File: src/rtl/shift_reg_pkg.sv
// shift_reg_pkg: mode encodings and width bounds shared by the universal shift register.
package shift_reg_pkg;
    localparam logic [2:0] MODE_CLR  = 3'd0;
    localparam logic [2:0] MODE_LOAD = 3'd1;
    localparam logic [2:0] MODE_SRL  = 3'd2;
    localparam logic [2:0] MODE_SLL  = 3'd3;
    localparam logic [2:0] MODE_SRA  = 3'd4;
    localparam logic [2:0] MODE_SIN  = 3'd5;
    localparam logic [2:0] MODE_ROR  = 3'd6;
    localparam logic [2:0] MODE_ROL  = 3'd7;
    localparam int WIDTH_MIN = 2;
    localparam int WIDTH_MAX = 32;
endpackage

File: src/rtl/barrel_shift_n.sv
// barrel_shift_n: combinational logical/arithmetic shift and rotate by a variable distance.
module barrel_shift_n
    import shift_reg_pkg::*;
#(
    parameter  int WIDTH = 8,
    localparam int SH_W  = $clog2(WIDTH)
) (
    input  logic [WIDTH-1:0] data,
    input  logic [SH_W-1:0]  shamt,
    input  logic [2:0]       op,
    output logic [WIDTH-1:0] result
);
    logic [SH_W-1:0]          w_rot;
    logic [2*WIDTH-1:0]       w_ror;
    logic [2*WIDTH-1:0]       w_rol;
    logic [WIDTH-1:0]         w_srl;
    logic [WIDTH-1:0]         w_sll;
    logic signed [WIDTH-1:0]  w_sra;
    // rotates wrap the distance; shifts past WIDTH naturally flush to fill
    assign w_rot = SH_W'(32'(shamt) % WIDTH);
    assign w_ror = {data, data} >> w_rot;
    assign w_rol = {data, data} << w_rot;
    assign w_srl = data >> shamt;
    assign w_sll = data << shamt;
    assign w_sra = $signed(data) >>> shamt;
    always_comb
        result = op == MODE_SRL ? w_srl :
                 op == MODE_SLL ? w_sll :
                 op == MODE_SRA ? w_sra :
                 op == MODE_ROR ? w_ror[WIDTH-1:0] :
                 op == MODE_ROL ? w_rol[2*WIDTH-1:WIDTH] : data;
endmodule

File: src/rtl/shift_reg_univ_n.sv
// shift_reg_univ_n: universal shift register with parallel load, barrel shifts/rotates
// and LSB-first serial frame assembly with a one-cycle frame-complete strobe.
module shift_reg_univ_n
    import shift_reg_pkg::*;
#(
    parameter  int WIDTH = 8,
    localparam int SH_W  = $clog2(WIDTH)
) (
    input  logic             clk,
    input  logic             clrn,
    input  logic             en,
    input  logic [2:0]       mode,
    input  logic [WIDTH-1:0] set,
    input  logic [SH_W-1:0]  shamt,
    input  logic             sin,
    output logic [WIDTH-1:0] Q,
    output logic             sout,
    output logic [SH_W-1:0]  bit_cnt,
    output logic             frame_valid
);
    logic [WIDTH-1:0] r_q;
    logic [WIDTH-2:0] r_buf;
    logic [SH_W-1:0]  r_cnt;
    logic             r_fv;
    logic [WIDTH-1:0] w_shift;
    logic [WIDTH-1:0] w_next;
    logic             w_sin;
    logic             w_last;
    barrel_shift_n #(.WIDTH(WIDTH)) u_shift (
        .data   (r_q),
        .shamt  (shamt),
        .op     (mode),
        .result (w_shift)
    );
    assign w_sin  = mode == MODE_SIN;
    assign w_last = r_cnt == SH_W'(WIDTH - 1);
    // the final serial bit goes straight into Q's MSB, so the buffer never holds it
    always_comb
        w_next = mode == MODE_CLR  ? '0 :
                 mode == MODE_LOAD ? set :
                 w_sin             ? (w_last ? {sin, r_buf} : r_q) : w_shift;
    always_ff @(posedge clk or negedge clrn) begin
        if (!clrn) begin
            r_q   <= '0;
            r_buf <= '0;
            r_cnt <= '0;
            r_fv  <= 1'b0;
        end else begin
            r_fv <= en && w_sin && w_last;
            if (en) begin
                r_q   <= w_next;
                r_cnt <= w_sin && !w_last ? r_cnt + 1'b1 : '0;
                r_buf <= w_sin && !w_last ? r_buf | ((WIDTH-1)'(sin) << r_cnt) : '0;
            end
        end
    end
    assign Q           = r_q;
    assign sout        = r_q[0];
    assign bit_cnt     = r_cnt;
    assign frame_valid = r_fv;
endmodule

File: config.mk
export PLATFORM = sky130hd
export DESIGN_NAME = shift_reg_univ_n
export DESIGN_NICKNAME = d
export VERILOG_FILES = /design/src/rtl/shift_reg_pkg.sv /design/src/rtl/barrel_shift_n.sv /design/src/rtl/shift_reg_univ_n.sv
export SDC_FILE = /design/constraint.sdc
export NUM_CORES = 1
export LEC_CHECK = 0
export ABC_CLOCK_PERIOD_IN_PS = 2900
export CORE_AREA = 2 2 66 68
export CTS_CLUSTER_DIAMETER = 100
export DETAILED_ROUTE_END_ITERATION = 6
export DIE_AREA = 0 0 68 70
export GPL_ROUTABILITY_DRIVEN = 0
export PLACE_DENSITY = 0.83
export SYNTH_ARGS = -nofsm -noshare
export SYNTH_HDL_FRONTEND = slang
export SYNTH_SLANG_ARGS = --single-unit
File: constraint.sdc
create_clock -name clk -period 2.9 [get_ports clk]
set_input_delay 0.58 -clock clk [delete_from_list [all_inputs] [get_ports clk]]
set_output_delay 0.58 -clock clk [all_outputs]
set_load 0.01 [all_outputs]
==> PnR_summary.wiki <==
{| class="wikitable"
! Metric !! Value
|-
| Synth cell types || 61
|-
| Worst voltage drop across the vdd grid || roughly 0.00028 V
|-
| Clock sinks || 19
|-
| Remaining antenna violation count after routing || 0
|-
| Mux contribution to synthesized area || 0.253
|-
| Part of the total power dissipated in combinational logic || 0.451
|-
| Fraction of registers with async set or reset after synthesis || 1.00
|-
| Residual overflow from global routing || 0
|-
| Max-Cap Viols || 0
|-
| Tcrit/Tclk final || 0.824
|-
| Simple-gate share of the synthesized area || 0.189
|-
| Critical Path Start Type || input pin
|-
| Largest net degree at the start of global routing || 36
|-
| Total vias in the final route || 2399
|-
| Leakage Power || approximately 1.1 nW
|-
| Fraction of power spent switching nets || 0.394
|-
| Complex-gate fraction of the synthesized area || 0.248
|-
| WP data required || a little over 3000 ps
|-
| Cell chain of the critical path || clkdlybuf4s50_1 > buf_12 > mux2i_1 > mux2_2 > nor2_1 > a211oi_1 > o41ai_1
|-
| Type of the worst setup path || input pin to flop
|-
| Count of cells resized by post-cts repair || 0
|-
| Vias/cell || roughly 7
|-
| DIE AREA || ~0.0048 sq mm
|-
| Final Hold Viols || 0
|-
| Avg Inst Size Synth || between 8 and 9 sq um
|-
| Most frequently used flop master after synthesis || sky130_fd_sc_hd__dfrtp_1
|-
| Quantity of I/O buffers inserted on ports || 30
|-
| Worst skew pair latency || between 200 and 300 ps
|-
| Power spent charging and discharging nets || 0.410 mW
|-
| Antenna violations before repair || 0
|-
| Wire length of the first global-routing pass || ~11 mm
|-
| Count of standard-cell rows || 24
|-
| Vias in the first global route || about 2.3k
|-
| Post-synthesis sequential area ratio || 0.206
|-
| Pre-CTS setup slack || around 270 ps
|-
| Number of warnings printed during yosys synthesis || 0
|-
| Total power divided by cell area || between 300 and 400 mW/mm^2
|-
| Cell accounting for the most synthesized area || sky130_fd_sc_hd__dfrtp_1
|-
| Clock root cell || sky130_fd_sc_hd__clkbuf_8
|-
| Total GRT Usage || 0.306
|-
| Max frequency || about 420 MHz
|-
| Arrival time of data at the critical path endpoint || 2500 ps
|-
| Top-area cell type share of the netlist area || 0.206
|-
| Diode count || 0
|-
| Initial core utilization || 0.557
|-
| Final setup skew || between 2 and 2.5 ps
|-
| Core outline area || roughly 0.0041 sq mm
|-
| Number of fillers in the final layout || 353
|-
| Routed WL per cell || ~20 microns
|-
| Status || finished, final reports clean
|-
| Drt first pass iters || 5
|-
| Reg clk slew, reported paths || 80 ps
|-
| Total negative slack || 0 ps
|-
| Width of the die || 68 microns
|-
| CP max stage delay || 500 ps
|-
| Number of buffers added for setup after CTS || 0
|-
| Maximum fanout encountered on the critical timing path || 35
|-
| Clock share of power || 0.185
|-
| Synthesis-to-finish area growth || 16.4%
|-
| Slowest-stage cell, CP || sky130_fd_sc_hd__clkdlybuf4s50_1
|-
| Synthesized-area fraction occupied by xor and xnor cells || 0
|-
| Maximum level of the CTS H-tree || 1
|-
| Hold Path Class || flop to flop
|-
| Max Buffers Root-to-Sink || 2
|-
| DRC violation count after routing || 0
|-
| Number of top-level pins || 31
|-
| Total of flip-flops plus latches after synthesis || 19
|-
| Fraction of layout instances using a drive strength above 1 || 0.145
|-
| Tightest Pin Transition || ~660 ps
|-
| HPWL after detailed placement || about 4.8 mm
|-
| Number of hold-repair buffers added at the cts stage || 0
|-
| Total number of nets in the final design || between 300 and 400
|-
| Most instantiated cells after synthesis || 24 x sky130_fd_sc_hd__nor2_1, 23 x sky130_fd_sc_hd__nand2_1, 21 x sky130_fd_sc_hd__a21oi_1
|-
| Mapped Area || around 0.0023 sq mm
|-
| Max_slew headroom || 0.557
|-
| Final count of pins violating max slew || 0
|-
| Final worst slack || approximately 510 ps
|-
| Tmin final || roughly 2400 ps
|-
| Number of buffers created by CTS || 3
|-
| Total power consumption of the routed design || between 1 and 1.5 mW
|-
| Finish-stage setup viols || 0
|-
| Synthesized instance count || 270
|-
| Wire length reported by the detailed router || slightly below 7 mm
|-
| TritonCTS clock tree || done
|-
| Count of routing violations after the opening detailed-route iteration || 248
|-
| Library cell with the highest instance count after synthesis || sky130_fd_sc_hd__nor2_1
|-
| Largest family of logic cells by synthesized area || multiplexers
|-
| Vertical die dimension || roughly 70 microns
|-
| Number of enable flip-flop cells after synthesis || 0
|-
| Largest cells by area after synthesis || sky130_fd_sc_hd__dfrtp_1 21%, sky130_fd_sc_hd__mux4_2 9.8%, sky130_fd_sc_hd__mux2i_1 8.7%
|-
| Adder-cell share of the synthesized area || 0.0108
|-
| Synthesized netlist net count || between 200 and 300
|-
| Sequential share of power || 0.363
|-
| Internal power consumption || approximately 0.63 mW
|-
| Kind of capture point of the worst setup path || flop
|-
| Unrepaired setup endpoints after global routing || no
|}
[placed cells by master (no fill, tap or decap), drive strengths merged, types with 3 or more instances in the layout]
| master | instances |
|---|---|
| nand3 | 7 |
| nor2 | 25 |
| nand2b | 8 |
| nor3 | 4 |
| a21oi | 21 |
| a31oi | 7 |
| nor2b | 5 |
| mux4 | 13 |
| clkdlybuf4s50 | 30 |
| inv | 7 |
| mux2i | 20 |
| o21ai | 16 |
| clkbuf | 4 |
| nand2 | 23 |
| mux2 | 7 |
| buf | 16 |
| o31ai | 3 |
| a211oi | 7 |
| o211ai | 4 |
| dfrtp | 19 |
[cells by family (layout without fill, tap and decap cells)]
family                   after synthesis  after routing
multiplexers                          40             40
AND/OR/NAND/NOR                       87             87
AO/OA/AOI/OAI                         85             85
adder cells (fa/ha/maj)                2              2
buffers and inverters                 37             57
flip-flops                            19             19
[per-stage QoR]
step           hold slack (ps)  instance area (sq um)  utilization  instances
2_1_floorplan              284                   2310            -        270
3_3_place_gp               475                   2640        0.637        338
3_5_place_dp               495                   2640        0.637        338
4_1_cts                    513                   2690        0.648        342
5_1_grt                    529                   2690        0.648        342
6_report                   509                   2690        0.648        342
[metal layers]
metal / GRT usage / wire (microns) / vias up
met5: 0 / 0 / -
met4: 0.131 / 244 / 0
met3: 0.0435 / 743 / 30
met2: 0.462 / 3340 / 183
met1: 0.434 / 2600 / 1118
li1: - / - / 1068
[state kept, by name (all words and copies together) (netlist names)]
| name | cells |
|---|---|
| frame_valid | 1 |
| Q | 8 |
| bit_cnt | 3 |
| r_buf | 7 |
[worst max-delay path, delay by kind of cell]
kind	cells	cell delay [ps]
buf+inv	2	720
simple gates	1	190
compound gates	2	590
mux	2	410
[cell type report]
cell class,count,area [sq um],share of cell area
flip-flops and latches,19,475,0.177
repair buffers,46,458,0.171
well taps,52,65.1,0.0242
clock buffers,4,45.0,0.0168
multi-input cells,214,1620,0.602
inverters,7,26.3,0.00979
[worst paths after layout]
path,slack [ps],to,cells past startpoint,startpoint
min in group asynchronous,650,Q[2],2,clrn
setup reg to reg,840,Q[2],5,Q[0]
hold reg to reg,510,r_buf[6],2,r_buf[6]
max in group asynchronous,2030,frame_valid,2,clrn
hold / removal,510,r_buf[6],2,r_buf[6]
setup / recovery,510,Q[2],7,shamt[1]
[power groups by stage]
stage / sequential, mW / combinational [mW] / clock, mW
global placement: 0.375 / 0.451 / 0
finish: 0.378 / 0.470 / 0.193
CTS: 0.372 / 0.463 / 0.189
global route: 0.382 / 0.504 / 0.196
floorplan: 0.323 / 0.351 / 0
detailed placement: 0.377 / 0.460 / 0
Power figures use the tool's default switching activity.
